<file path="config.mk">
export PLATFORM = sky130hd
export DESIGN_NAME = fetch_stage
export DESIGN_NICKNAME = d
export VERILOG_FILES = /design/src/rtl/fetch_stage_pkg.sv /design/src/rtl/pc_reg.sv /design/src/rtl/fetch_stage.sv
export SDC_FILE = /design/constraint.sdc
export NUM_CORES = 1
export LEC_CHECK = 0
export ABC_AREA = 1
export CORE_ASPECT_RATIO = 1.4
export CORE_MARGIN = 2
export CORE_UTILIZATION = 48
export CTS_BUF_LIST = sky130_fd_sc_hd__clkbuf_8
export CTS_CLUSTER_SIZE = 14
export DETAILED_ROUTE_END_ITERATION = 16
export PLACE_DENSITY = 0.75
export SKIP_LAST_GASP = 1
export SYNTH_ARGS = -nofsm -noshare
export SYNTH_HDL_FRONTEND = slang
export SYNTH_HIERARCHICAL = 1
export SYNTH_SLANG_ARGS = --single-unit
</file>
<file path="constraint.sdc">
create_clock -name clk -period 1.6 [get_ports clk]
set_input_delay 0.32 -clock clk [delete_from_list [all_inputs] [get_ports clk]]
set_output_delay 0.32 -clock clk [all_outputs]
set_load 0.03 [all_outputs]
</file>
<file path="src/rtl/fetch_stage_pkg.sv">
// Shared opcode constants and fetch FSM state encodings.
package fetch_stage_pkg;
  localparam logic [4:0]  OP_HALT   = 5'b00000;
  localparam logic [4:0]  OP_NOP    = 5'b00001;
  localparam logic [15:0] NOP_INSTR = {OP_NOP, 11'd0};

  typedef enum logic [2:0] {
    FETCH,
    WAIT,
    HOLD,
    DROP,
    HALTED
  } fetch_state_e;

  function automatic logic is_halt(input logic [15:0] instr);
    return instr[15:11] == OP_HALT;
  endfunction
endpackage

</file>
<file path="src/rtl/pc_reg.sv">
// Load-enabled register with async reset to a configurable value.
module pc_reg #(
  parameter int          W         = 16,
  parameter logic [W-1:0] RESET_VAL = '0
) (
  input  logic         clk,
  input  logic         rst,
  input  logic         load,
  input  logic [W-1:0] d,
  output logic [W-1:0] q
);
  always_ff @(posedge clk or posedge rst) begin
    if (rst)       q <= RESET_VAL;
    else if (load) q <= d;
  end
endmodule

</file>
<file path="src/rtl/fetch_stage.sv">
// Instruction fetch: PC, imem request/done handshake, IF/ID register,
// stall hold buffer, redirect and HALT handling.
module fetch_stage
  import fetch_stage_pkg::*;
#(
  parameter int               PC_W      = 16,
  parameter logic [PC_W-1:0]  RESET_PC  = '0,
  parameter logic [15:0]      NOP_INSTR = fetch_stage_pkg::NOP_INSTR
) (
  input  logic            clk,
  input  logic            rst,
  output logic [PC_W-1:0] imem_addr,
  output logic            imem_rd,
  input  logic [15:0]     imem_data,
  input  logic            imem_done,
  input  logic            stall,
  input  logic            redirect,
  input  logic [PC_W-1:0] redirect_pc,
  output logic [15:0]     instr_out,
  output logic [PC_W-1:0] pc2_out,
  output logic            valid_out,
  output logic            halted
);
  fetch_state_e state, state_n;

  logic [PC_W-1:0] pc, pc_inc, pc_d, pc2_d;
  logic            pc_ld, pc2_ld;
  logic            ifid_ld, valid_d;
  logic [15:0]     instr_d;
  logic            buf_ld, buf_clr;
  logic [15:0]     buf_instr;
  logic [PC_W-1:0] buf_pc2;

  assign pc_inc    = pc + PC_W'(2);
  assign imem_addr = pc;
  assign imem_rd   = (state == FETCH) || (state == WAIT) || (state == DROP);
  assign halted    = (state == HALTED);

  pc_reg #(.W(PC_W), .RESET_VAL(RESET_PC)) u_pc (
    .clk(clk), .rst(rst), .load(pc_ld), .d(pc_d), .q(pc)
  );

  pc_reg #(.W(PC_W), .RESET_VAL('0)) u_pc2 (
    .clk(clk), .rst(rst), .load(pc2_ld), .d(pc2_d), .q(pc2_out)
  );

  always_ff @(posedge clk or posedge rst) begin
    if (rst) begin
      state     <= FETCH;
      instr_out <= NOP_INSTR;
      valid_out <= 1'b0;
      buf_instr <= '0;
      buf_pc2   <= '0;
    end else begin
      state <= state_n;
      if (ifid_ld) begin
        instr_out <= instr_d;
        valid_out <= valid_d;
      end
      if (buf_clr) begin
        buf_instr <= '0;
        buf_pc2   <= '0;
      end else if (buf_ld) begin
        buf_instr <= imem_data;
        buf_pc2   <= pc_inc;
      end
    end
  end

  always_comb begin
    state_n = state;
    pc_ld   = 1'b0;
    pc_d    = pc_inc;
    pc2_ld  = 1'b0;
    pc2_d   = pc_inc;
    ifid_ld = 1'b0;
    instr_d = NOP_INSTR;
    valid_d = 1'b0;
    buf_ld  = 1'b0;
    buf_clr = 1'b0;
    if (redirect) begin
      // A request still in flight must have its response swallowed in DROP.
      pc_ld   = 1'b1;
      pc_d    = redirect_pc;
      ifid_ld = 1'b1;
      buf_clr = 1'b1;
      state_n = (state == WAIT || (state == FETCH && !imem_done)) ? DROP : FETCH;
    end else begin
      case (state)
        FETCH, WAIT: begin
          if (imem_done) begin
            pc_ld = !is_halt(imem_data);
            if (!stall) begin
              ifid_ld = 1'b1;
              instr_d = imem_data;
              valid_d = 1'b1;
              pc2_ld  = 1'b1;
              state_n = is_halt(imem_data) ? HALTED : FETCH;
            end else begin
              buf_ld  = 1'b1;
              state_n = HOLD;
            end
          end else begin
            ifid_ld = !stall;
            state_n = WAIT;
          end
        end
        HOLD: begin
          if (!stall) begin
            ifid_ld = 1'b1;
            instr_d = buf_instr;
            valid_d = 1'b1;
            pc2_ld  = 1'b1;
            pc2_d   = buf_pc2;
            state_n = is_halt(buf_instr) ? HALTED : FETCH;
          end
        end
        DROP: begin
          if (imem_done) state_n = FETCH;
        end
        HALTED: begin
          ifid_ld = !stall;
        end
        default: state_n = FETCH;
      endcase
    end
  end
endmodule

</file>
==> flow_summary.toml <==
[status]
status = "complete, but fails checks"
violations = "negative setup slack"

[route]
wl_mm = 12.21
drt-initial-drc-count = 272
dr.pass1.iters = 5
drc = 0
drtAntennaViolNets = 0
via_per_inst = 5.280
dr_total_vias = 4335
post_drt_wl_per_cell_um = 14.87

[floorplan]
core_region_area_sq_um = 9029
boundaryPins = 88
die_h_um = 117.8
rows = 41
dieArea_sq_um = 10050
start_util = 0.4920
die_w_um = 85.30

[worst_setup_path]
crit_fanout = 5
worstSetupEndpointType = "output port"
cp_data_required_time_ns = 1.28
start_kind = "flip-flop"
crit_type = "reg -> out"
arrival_ns = 1.30

[timing]
relSlewSlack = 0.7123
rsz0062_at_grt = "true"
post-route-min-period_ns = 1.617
fmax_ghz = 0.6183
setup_viol = 1
worstMarginPinSlew_ns = 0.4301
post-route-period-util = 1.011
fin_ws_ns = -0.01740
slew_viol_final = 0
hold-worst-slack_ns = 0.3481
final_hold_viol_count = 0
fin_skew_ns = 0.01216

[clock_tree]
root_buffer = "clkbuf_8"
cts-buffers-inserted = 9
cts-htree-levels = 3
clk_path_buf_depth = 2
cts_sinks = 84
path_clk_slew_ns = 0.09
cts_tree = "yes"
cts_hold_buf = 0
clk-insertion-delay-late_ns = 0.37

[finish]
fin_nets = 747
area_growth_pct = 40.96
final.fill_count = 721
drive_gt1_frac = 0.2185
final_cell_mix = "231 x nand2_1, 76 x dfrtp_1, 56 x inv_1"
register_area_sq_um = 2112
n_antenna_cell = 0
multi_input_area_sq_um = 2026
layout_commonest_cell = "nand2_1"

[global_route]
grt_max_degree = 53
grt_pass1_wl_mm = 18.82
track_usage = 0.2318
grt_overflow_total = 0
grt_pass1_vias = 4161
antenna_found_initial = 0

[yosys]
yosysWarningCount = 6
synth.distinct_cells = 37
synthCells = 573
syn_avg_cell_area_sq_um = 7.752
synth_seq_cells = 84
syn_area_sq_um = 4442
syn-num-nets = 611
ys_seq_area_frac = 0.4735

[pwr]
p_total_mw = 8.811
p_per_area_nw_per_um2 = 1407
ir_drop_v = 0.001065
leakagePower_nw = 3.332

[placement]
gp_congestion = 0.8717
io_buffers = 87
place_ws_ns = -0.3968
dp_hpwl_mm = 8.208

[job]
maxCapViolations = 0

[min_path]
hp-class = "in -> async"
## what timing repair did
item	4_1_cts	5_1_grt
cloned	0	4
endpoints found under the setup margin	68	50
buffers inserted	8	8
resized for setup	70	52
pin swaps	4	20
## synth_stat cells (all sizes together)
cell	n	area (sq um)
a21oi	3	18.77
and2	1	6.260
buf	24	224.0
clkbuf	3	11.26
clkinv	1	8.760
dfrtp	83	2077
dfstp	1	26.28
ha	1	12.51
inv	61	239.0
nand2	261	1017
nand3	42	215.2
nand3b	1	7.510
nand4	8	50.05
nor2	18	103.9
nor3	3	37.53
o211ai	1	7.510
o21a	1	7.510
o21ai	24	131.4
o22ai	30	187.7
xnor2	3	26.28
xor2	3	26.28
## area by class of cell
cell class	instances	area share
flip-flops and latches	84	0.3373
multi-input cells	400	0.3235
repair buffers	152	0.2356
inverters	62	0.04237
clock buffers	10	0.02198
well taps	107	0.02138
clock inverters	6	0.01779
## final timing paths
check                                 start       endpoint  slack, ns  cells past startpoint
worst max-delay path               state[1]         halted      -0.02                      3
worst min-delay path                    rst     u_pc2/q[3]       0.35                      3
worst max register to register     state[2]     u_pc2/q[4]       0.03                      9
worst min register to register  u_pc2/q[10]    u_pc2/q[10]       0.48                      2
max in group asynchronous               rst  instr_out[11]       0.92                      3
min in group clk                u_pc2/q[10]    u_pc2/q[10]       0.48                      2
## worst max-delay path, stage by stage, from the launching register on
cell,delay (ns)
dfrtp_2,0.45
buf_6,0.15
nor3_4,0.18
buf_6,0.15
## cells by family (layout without fill, tap and decap cells)
kind of cell | after synthesis | count (layout) | share of synthesized area
AO/OA/AOI/OAI | 59 | 59 | 0.07944
XOR/XNOR | 6 | 6 | 0.01183
AND/OR/NAND/NOR | 334 | 334 | 0.3237
adder cells (fa/ha/maj) | 1 | 1 | 0.002816
buffers and inverters | 89 | 230 | 0.1087
flip-flops | 84 | 84 | 0.4735
## through the flow
step | area, sq um | instances | utilization | TNS, ns
floorplan | 4453 | 573 | - | -0.1533
global placement | 5630 | 785 | 0.6236 | -12.21
detailed placement | 5630 | 785 | 0.6236 | -15.19
CTS | 5953 | 809 | 0.6594 | -0.1428
global route | 6261 | 821 | 0.6935 | -0.4068
finish | 6261 | 821 | 0.6935 | -0.01740
## registers in the layout, indices dropped and copies added, names as in the netlist
| signal | count |
|---|---|
| buf_instr | 16 |
| buf_pc2 | 16 |
| instr_out | 16 |
| u_pc/q | 16 |
| u_pc2/q | 16 |
| state | 3 |
| valid_out | 1 |
## power breakdown
part	total (mW)	switching [mW]	leakage, nW	internal [mW]
logic	3.90	2.36	2.11	1.54
clock network	1.88	0.800	0.128	1.08
registers	3.03	0.413	1.10	2.62
total	8.81	3.57	3.33	5.24
## per-layer routing
| metal | global-route usage | wire length (um) | vias up |
|---|---|---|---|
| met1 | 0.2744 | 4785 | 2110 |
| met5 | 0 | 0 | - |
| met2 | 0.4019 | 6510 | 128 |
| met4 | 0.09722 | 347 | 0 |
| met3 | 0.04839 | 563 | 28 |
| li1 | - | - | 2069 |
(Power assumes the default switching activity.)
